$ cat config.mk
export PLATFORM = sky130hd
export DESIGN_NAME = reflet_bus_arbiter
export DESIGN_NICKNAME = d
export VERILOG_FILES = /design/src/rtl/reflet_bus_arbiter.sv
export SDC_FILE = /design/constraint.sdc
export NUM_CORES = 1
export LEC_CHECK = 0
export BUFFER_PORTS_ARGS = -buffer_cell sky130_fd_sc_hd__buf_2
export CORE_UTILIZATION = 26
export CTS_BUF_LIST = sky130_fd_sc_hd__clkbuf_2
export CTS_CLUSTER_SIZE = 10
export DETAILED_ROUTE_END_ITERATION = 10
export MAX_ROUTING_LAYER = met4
export PLACE_DENSITY = 0.78
export SYNTH_ARGS = -nofsm -noshare
export SYNTH_HDL_FRONTEND = slang
export SYNTH_SLANG_ARGS = --single-unit
$ cat constraint.sdc
create_clock -name clk -period 1.9 [get_ports clk]
set_input_delay 0.095 -clock clk [delete_from_list [all_inputs] [get_ports clk]]
set_output_delay 0.095 -clock clk [all_outputs]
set_load 0.01 [all_outputs]
$ cat src/rtl/reflet_bus_arbiter.sv
// reflet_bus_arbiter: two-master round-robin arbiter for the Reflet system bus.
// Ports:
//   clk, reset (async, active-high), enable (freezes state when low)
//   m0_*/m1_*  : per-master req, addr, data_out, write_en in; grant out
//   data_in    : bus read data, broadcast unregistered on m_data_in
//   addr, data_out, write_en : muxed bus outputs; busy = either grant
// Optional: define REFLET_BUS_ARBITER_PREEMPT_EN to enable hold-time
// preemption after max_hold contended cycles.
module reflet_bus_arbiter #(
  parameter int wordsize = 16,
  parameter int max_hold = 8
) (
  input  logic                clk,
  input  logic                reset,
  input  logic                enable,
  input  logic                m0_req,
  input  logic [wordsize-1:0] m0_addr,
  input  logic [wordsize-1:0] m0_data_out,
  input  logic                m0_write_en,
  output logic                m0_grant,
  input  logic                m1_req,
  input  logic [wordsize-1:0] m1_addr,
  input  logic [wordsize-1:0] m1_data_out,
  input  logic                m1_write_en,
  output logic                m1_grant,
  input  logic [wordsize-1:0] data_in,
  output logic [wordsize-1:0] m_data_in,
  output logic [wordsize-1:0] addr,
  output logic [wordsize-1:0] data_out,
  output logic                write_en,
  output logic                busy
);

  typedef enum logic [1:0] {
    IDLE = 2'd0,
    G0   = 2'd1,
    G1   = 2'd2
  } state_t;

  state_t r_state;
  state_t w_next;
  logic   r_last;
  logic   w_next_last;

`ifdef REFLET_BUS_ARBITER_PREEMPT_EN
  localparam int CW = (max_hold > 1) ? $clog2(max_hold) : 1;
  logic [CW-1:0] r_hold_cnt;
  logic [CW-1:0] w_next_cnt;
  logic          w_expired;

  assign w_expired = (r_hold_cnt == CW'(max_hold - 1));
`endif

  always_ff @(posedge clk or posedge reset) begin
    if (reset) begin
      r_state <= IDLE;
      r_last  <= 1'b1;
    end else if (enable) begin
      r_state <= w_next;
      r_last  <= w_next_last;
    end
  end

`ifdef REFLET_BUS_ARBITER_PREEMPT_EN
  always_ff @(posedge clk or posedge reset) begin
    if (reset)
      r_hold_cnt <= '0;
    else if (enable)
      r_hold_cnt <= w_next_cnt;
  end
`endif

  always_comb begin
    w_next      = r_state;
    w_next_last = r_last;
    unique case (r_state)
      IDLE: begin
        // On a tie the master that was not granted last wins.
        if (m0_req && m1_req)
          w_next = r_last ? G0 : G1;
        else if (m0_req)
          w_next = G0;
        else if (m1_req)
          w_next = G1;
      end
      G0: begin
        if (!m0_req)
          w_next = m1_req ? G1 : IDLE;
`ifdef REFLET_BUS_ARBITER_PREEMPT_EN
        else if (m1_req && w_expired)
          w_next = G1;
`endif
      end
      G1: begin
        if (!m1_req)
          w_next = m0_req ? G0 : IDLE;
`ifdef REFLET_BUS_ARBITER_PREEMPT_EN
        else if (m0_req && w_expired)
          w_next = G0;
`endif
      end
      default: w_next = IDLE;
    endcase
    if (w_next == G0)
      w_next_last = 1'b0;
    else if (w_next == G1)
      w_next_last = 1'b1;
  end

`ifdef REFLET_BUS_ARBITER_PREEMPT_EN
  // Count only while staying in a grant state with the other side waiting.
  always_comb begin
    w_next_cnt = '0;
    if (w_next == r_state) begin
      if ((r_state == G0 && m1_req) || (r_state == G1 && m0_req))
        w_next_cnt = r_hold_cnt + 1'b1;
    end
  end
`endif

  assign m0_grant  = (r_state == G0);
  assign m1_grant  = (r_state == G1);
  assign busy      = m0_grant | m1_grant;
  assign m_data_in = data_in;

  always_comb begin
    addr     = '0;
    data_out = '0;
    write_en = 1'b0;
    if (m0_grant) begin
      addr     = m0_addr;
      data_out = m0_data_out;
      write_en = m0_write_en;
    end else if (m1_grant) begin
      addr     = m1_addr;
      data_out = m1_data_out;
      write_en = m1_write_en;
    end
  end

endmodule
# Word level (Yosys, flattened, before mapping)
# Index checks and enable logic that the tools add are counted.
# Widths: inputs -> output; s select.
[totals] wordCells=28 inputBits=87 out_inout_bits=52 reg_bits=3
[op_classes] bitwise=1 eq_ne=4 n_reduce_logical=4 n_mux=17
[op_table] cell="$mux 16" n=4
[op_table] cell="$mux 2" n=7
[op_table] cell="$pmux 2 s3" n=1
[op_table] cell="$mux 1" n=5
[op_table] cell="$eq 2x1->1 const B" n=2
[op_table] cell="$eq 2x2->1 const B" n=2
[op_table] cell="$logic_not 2->1" n=1
[op_table] cell="$reduce_and 2->1" n=1
[op_table] cell="$reduce_bool 2->1" n=1
[op_table] cell="$logic_and 1x1->1" n=1
[op_table] cell="$or 1x1->1" n=1

# Logic depth before layout (Yosys ltp)
# Gate-level depths: netlist of run 1.
[logic_depth] depth_word=7 mapped_depth=10 depth_no_buf=10

# Least setup slack after synthesis of run 1
# OpenSTA, ideal clock, no wires.
[synth_timing] path_type="register -> register" startpoint="reg r_state[0]" endpoint="reg r_last" n_path_buf=0 arrival_time_ps=1767 slack_ps=54 setup_time_ps=79 t_required_ps=1821 period_less_slack_ps=1846 path_stages_with_launch=10 path_cell_list="dfrtp_1 inv_1 ha_1 nor2b_1 a221o_2 nand2_1 a21o_2 ha_1 nand2b_1 o21ai_0"
[synth_via] elab_chain_cells=7 word_cells_on_any_way=14 cone_classes="eq/ne (4); mux (7); reduce/logical (3)"
[synth_rtl] item="from (decl)" line="40" source="state_t r_state;"
[synth_rtl] item="from (signal assigned)" line="59" source="r_state <= w_next;"
[synth_rtl] item="$mux 2" line="83" source="else if (m1_req)"
[synth_rtl] item="$mux 2" line="81" source="else if (m0_req)"
[synth_rtl] item="$mux 2" line="79" source="if (m0_req && m1_req)"
[synth_rtl] item="$pmux 2 s3 (*)" line="76" source="unique case (r_state)"
[synth_rtl] item="$eq 2x1->1 / $eq 2x2->1 (equally long branches)" line="104, 106"
[synth_rtl] item="$reduce_bool 2->1 (no line)"
[synth_rtl] item="$reduce_and 2->1 (no line)"
[synth_rtl] item="to (signal assigned)" line="60" source="r_last <= w_next_last;"
[synth_rtl] item="to (decl)" line="42" source="logic r_last;"
# Mark *: on every way between the ends. The rest lies on a longest branch, timed or not.
# A chain may end at the register's enable or synchronous reset.

# Final worst setup path of run 1
[layout_timing] startpoint="reg r_state[1]" endpoint="reg r_last"
# The elaborated chain is that of the path after synthesis.

==> metrics.txt, run 1 <==
Crit. End Element flip-flop; Fmax 549 MHz; Max rail drop VDD 0.997 mV; P per Cell Area 1210 nW/um2; nets@finish 335; max-slew violation count 0; Worst Hold End r_last$_DFFE_PP1P_; Rows 20; net count of the mapped netlist 245; Relative slew margins 82.3%; total inserted antenna cells 0; path type of the worst setup path reg -> reg; DR WL/cell 9.83 um; DRC Markers 0; initial core utilization 28.0%; fillcell total 327; Die Width 60 um; number of synthesized flops with an enable pin 0; Worst Path Arrival 1.96 ns; FF+latch area 76.3 um2; most frequent cell after synthesis sky130_fd_sc_hd__nand2_1; Hold Path Depth 3; cells on worst reg2reg path 9; worst reg2reg path endpoint r_last$_DFFE_PP1P_; post-route antenna net violation count 0; CP required 2.04 ns; GR Overflow Total 0; leakage component of the power 0.000784 uW; final standard cell count with taps included and fillers excluded 285; vias per cell 4.50; start of the worst register-to-register path r_state[1]$_DFFE_PP0P_; violation count after the first detailed-route iteration 14; Worst Skew 0.0106 ns; sequential area share after synthesis 8.73%; Die ar. 3600 um2; # setup viols final 0; detailed-routing iteration count for the pre-antenna-repair pass 3; maximum buffer depth of the clock tree 2; count of pins on the block boundary 139; crit start category flip-flop; clock input transition at the sequential cells of the worst setup and hold paths 0.06 ns; global-route wire length before repair 3660 um; Hold Path Class in -> reg; maximum fanout encountered on the critical timing path 4; Seq cells post-synth 3; pin count of the biggest net entering global routing 66; GRT Util Overall 13.5%; top cells by area in the synthesized netlist sky130_fd_sc_hd__nand2_1 27%, sky130_fd_sc_hd__o21ai_0 18%, sky130_fd_sc_hd__buf_4 14%, sky130_fd_sc_hd__ha_1 8.6%, sky130_fd_sc_hd__dfrtp_1 5.7%; Yosys top cell area share 27.0%; total number of vias 1283; syn avg cell area 5.75 um2; Max-Cap Viols 0; cell type contributing the most total cell area after synthesis sky130_fd_sc_hd__nand2_1; clock tree sinks 3; Hold Violations, Final 0; Syn Std Cell Area 875 um2; clock tree from TritonCTS yes; fin crit period 1.82 ns; post-detailed-routing wire length 2800 um; leading register cell type out of synthesis sky130_fd_sc_hd__dfrtp_1; share of flip-flops with an asynchronous set or reset after synthesis 100%; number of warnings printed during yosys synthesis 0; layout-stage area growth over the synthesis result 59.2%; share of the clock period used by the worst path after layout 95.8%; slack of the worst reg-to-reg path 0.08 ns; number of port buffers 106; via count of the first global-routing pass 988; startpoint of the worst hold path enable; total number of H-tree levels 1; number of antenna violations at the first check in global routing 0; footprint of the multi-input gates 643 um2; cts bufs inserted 3; number of instances in the placed design 280; # Post-CTS Setup Buffers 0; sum of negative setup slack 0 ns; Final Util 44.5%; result of the run finished, final reports clean; global placer's final weighted congestion 0.869; Netlist cell types 26; Post-synth top cells 63 x sky130_fd_sc_hd__nand2_1, 31 x sky130_fd_sc_hd__o21ai_0, 16 x sky130_fd_sc_hd__buf_4; vertical extent of the die 60 um; Least-Margin Pin Slew 0.265 ns; total core area 3130 um2; share of cells above drive strength 1 51.5%; CTS Root Cell sky130_fd_sc_hd__clkbuf_2; HPWL after DPL 2080 um; cell count after synthesis 152; clock latency on the worst-skew pair 0.21 ns
state kept, by name, summed over array words and instances (netlist names):
name and count:
r_last 1, r_state 2
report_power, final:
group	internal (uW)	total [uW]	switching (uW)
Clock	55.6	94.0	38.4
Combinational	652	1480	824
Sequential	104	121	17.5
Total	811	1690	880
final cells by class:
class	instances	area share [%]
Timing Repair Buffer	111	42.1
Multi-Input combinational cell	120	46.2
Clock buffer	4	1.44
Sequential cell	3	5.48
Tap cell	44	3.95
Inverter	3	0.809
timing repair:
action,4_1_cts,5_1_grt
setup endpoints to repair,3,4
hold endpoints to repair,3,0
hold buffers,1,0
resized for setup,1,9
cells in the final DEF, fill, tap and decap left out, drive strengths merged:
| cell type | n |
|---|---|
| nand2 | 63 |
| ha | 6 |
| nor2b | 3 |
| a221o | 1 |
| nand2b | 1 |
| a21bo | 1 |
| and3b | 1 |
| a22o | 3 |
| mux2 | 1 |
| and2 | 1 |
| inv | 3 |
| dlygate4sd3 | 1 |
| o221ai | 1 |
| buf | 110 |
| dfstp | 1 |
| or3b | 1 |
| clkbuf | 4 |
| o21bai | 1 |
| nand3 | 1 |
| o21ai | 32 |
| a21o | 1 |
| a31oi | 2 |
| dfrtp | 2 |
worst max path at each step:
| stage | start | to | slack (ns) | depth (start not counted) |
|---|---|---|---|---|
| 2_1_floorplan | r_state[0]$_DFFE_PP0P_ | r_last$_DFFE_PP1P_ | 0.05 | 9 |
| 3_3_place_gp | r_state[0]$_DFFE_PP0P_ | r_last$_DFFE_PP1P_ | 0.07 | 9 |
| 3_5_place_dp | r_state[0]$_DFFE_PP0P_ | r_last$_DFFE_PP1P_ | 0.04 | 9 |
| 4_1_cts | r_state[0]$_DFFE_PP0P_ | r_last$_DFFE_PP1P_ | 0.04 | 9 |
| 5_1_grt | r_state[0]$_DFFE_PP0P_ | r_last$_DFFE_PP1P_ | -0.01 | 10 |
| 6_report | r_state[1]$_DFFE_PP0P_ | r_last$_DFFE_PP1P_ | 0.08 | 9 |
worst max-delay path, stage by stage, from the launching register on:
cell	delay, ns
sky130_fd_sc_hd__dfrtp_1	0.37
sky130_fd_sc_hd__buf_4	0.15
sky130_fd_sc_hd__ha_1	0.20
sky130_fd_sc_hd__a221o_2	0.35
sky130_fd_sc_hd__nand2_2	0.09
sky130_fd_sc_hd__a21o_2	0.12
sky130_fd_sc_hd__ha_1	0.21
sky130_fd_sc_hd__nand2b_4	0.14
sky130_fd_sc_hd__nand2_1	0.07
sky130_fd_sc_hd__o21ai_1	0.07
per-layer routing:
layer / GRT usage [%] / part of all wire [%] / vias to the layer above
met5: - / 0 / -
met4: 4.32 / 1.0 / 0
met3: 2.60 / 8.8 / 6
met2: 28.4 / 52 / 84
met1: 11.4 / 38 / 529
li1: - / - / 664
through the flow:
step	hold WS, ns	cell area, um2	total power (uW)	worst slack, ns
after floorplan	-0.152	875	1030	0.0542
after global placement	-0.0344	1330	1490	0.0661
after detailed placement	-0.0307	1330	1510	0.0417
after CTS	0.160	1370	1610	0.0416
after global routing	0.151	1390	1890	-0.0141
final	0.161	1390	1690	0.0791
logic make-up after synthesis:
kind of cell | Yosys count | synth area share (%)
flip-flops | 3 | 8.73
buffers and inverters | 29 | 19.5
multiplexers | 1 | 1.29
AO/OA/AOI/OAI | 42 | 28.8
AND/OR/NAND/NOR | 71 | 33.2
adder cells (fa/ha/maj) | 6 | 8.58
(Power assumes the default switching activity.)
==> run 2: changes to the inputs <==
Settings changed: CAP_MARGIN set to 0, CORE_UTILIZATION 26 to 32, PLACE_DENSITY 0.78 to 0.89, SETUP_SLACK_MARGIN set to 0.3.
Clock period 1.9 ns to 2.2 ns, I/O delays scaled along.
==> metrics.txt, run 2 (synthesis results as in run 1) <==
maximum buffer depth of the clock tree 2; layout-stage area growth over the synthesis result 57.9%; Max rail drop VDD 0.693 mV; clock tree sinks 3; Least-Margin Pin Slew 0.282 ns; total number of H-tree levels 1; initial core utilization 34.7%; Max-Cap Viols 0; commonest cells after routing, fill and taps aside 106 x sky130_fd_sc_hd__buf_2, 63 x sky130_fd_sc_hd__nand2_1, 30 x sky130_fd_sc_hd__o21ai_0; vias per cell 4.58; Hold Violations, Final 0; unrepaired setup endpoints after global routing yes; top register by number of flip-flops r_state; result of the run finished, final reports clean; cell area reported after detailed placement 1310 um2; total inserted antenna cells 0; maximum fanout encountered on the critical timing path 3; post-detailed-routing wire length 3000 um; met3 Track Usage GR 8.06%; GRT Util Overall 18.0%; total core area 2520 um2; Worst Skew 0.000558 ns; Worst Path Arrival 1.98 ns; share of cells above drive strength 1 52.5%; CP required 2.32 ns; nets@finish 336; top flop regs r_state x2, r_last x1; HPWL after DPL 2480 um; Crit. End Element flip-flop; number of antenna violations at the first check in global routing 0; clock latency on the worst-skew pair 0.19 ns; met1 usage in global routing 18.5%; cts bufs inserted 3; clock tree from TritonCTS yes; GR Overflow Total 0; max-slew violation count 0; pin count of the biggest net entering global routing 37; Fmax 540 MHz; total number of vias 1246; max FFs per register 2; final cell area excluding filler cells 1380 um2; Most Used Layer, Global Route met2; path type of the worst setup path reg -> reg; clock input transition at the sequential cells of the worst setup and hold paths 0.04 ns; CTS Root Cell sky130_fd_sc_hd__clkbuf_2; leakage component of the power 0.000789 uW; global-route wire length before repair 3680 um; Die Width 54.3 um; crit start category flip-flop; Rows 18; number of port buffers 106; vertical extent of the die 54.3 um; Relative slew margins 81.2%; P per Cell Area 1050 nW/um2; Hold Path Class in -> reg; post-route antenna net violation count 0; global placer's final weighted congestion 0.909; count of pins on the block boundary 139; # setup viols final 0; DRC Markers 0; Die ar. 2950 um2; DR WL/cell 11.0 um; violation count after the first detailed-route iteration 17; detailed-routing iteration count for the pre-antenna-repair pass 4; met2 track demand over resource 30.3%; share of the clock period used by the worst path after layout 84.2%; fin crit period 1.85 ns; most frequent standard cell in the layout excluding fill and tap cells sky130_fd_sc_hd__buf_2; sum of negative setup slack 0 ns; via count of the first global-routing pass 863
-- run 2: final timing paths --
check / startpoint / end / slack [ns] / cells after the start
worst max-delay path: r_state[0]$_DFFE_PP0P_ / r_last$_DFFE_PP1P_ / 0.35 / 10
worst min-delay path: enable / r_last$_DFFE_PP1P_ / 0.17 / 3
worst max register to register: r_state[0]$_DFFE_PP0P_ / r_last$_DFFE_PP1P_ / 0.35 / 10
worst min register to register: r_last$_DFFE_PP1P_ / r_last$_DFFE_PP1P_ / 0.48 / 2
max in group asynchronous: reset / r_last$_DFFE_PP1P_ / 1.64 / 3
min in group asynchronous: reset / r_state[1]$_DFFE_PP0P_ / 0.34 / 3
-- run 2: power by group --
part | internal, uW | switching, uW
clock | 47.9 | 24.7
combinational | 566 | 708
sequential | 91.4 | 15.7
-- run 2: layout make-up --
type / instances / area (um2)
Clock buffer: 4 / 20.0
Inverter: 3 / 11.3
Multi-Input combinational cell: 120 / 649
Sequential cell: 3 / 77.6
Fill cell: 281 / 1140
Tap cell: 30 / 37.5
Timing Repair Buffer: 112 / 586
-- run 2: repair_timing --
item | in CTS | in global routing
gates resized for setup | 3 | 6
setup buffers | 2 | 0
pin swaps | 1 | 1
hold endpoints to repair | 3 | 0
hold buffers | 1 | 0
setup endpoints to repair | 4 | 6
-- run 2: per-stage QoR --
| stage | utilization, % | cells | power (uW) | setup WS [ns] | hold WS [ns] |
|---|---|---|---|---|---|
| 3_5_place_dp | 51.9 | 265 | 1300 | 0.116 | -0.00985 |
| 2_1_floorplan | - | 152 | 891 | 0.354 | -0.137 |
| 4_1_cts | 53.8 | 272 | 1420 | 0.300 | 0.195 |
| 6_report | 54.8 | 272 | 1450 | 0.347 | 0.173 |
| 3_3_place_gp | 51.9 | 265 | 1270 | 0.264 | -0.0199 |
| 5_1_grt | 54.8 | 272 | 1640 | 0.284 | 0.176 |
-- run 2: per-layer routing --
metal,vias to the layer above,part of all wire [%]
met2,64,47
met5,-,0
met3,4,16
met1,512,36
met4,0,0.77
li1,666,-
-- run 2: worst max-delay path: stages (launching register included) --
cell and delay [ns]:
sky130_fd_sc_hd__dfrtp_2 0.37, sky130_fd_sc_hd__inv_1 0.07, sky130_fd_sc_hd__ha_2 0.20, sky130_fd_sc_hd__nor2b_2 0.15, sky130_fd_sc_hd__a221o_2 0.30, sky130_fd_sc_hd__nand2_1 0.09, sky130_fd_sc_hd__a21o_2 0.12, sky130_fd_sc_hd__ha_1 0.21
sky130_fd_sc_hd__nand2b_4 0.14, sky130_fd_sc_hd__nand2_1 0.07, sky130_fd_sc_hd__o21ai_2 0.05
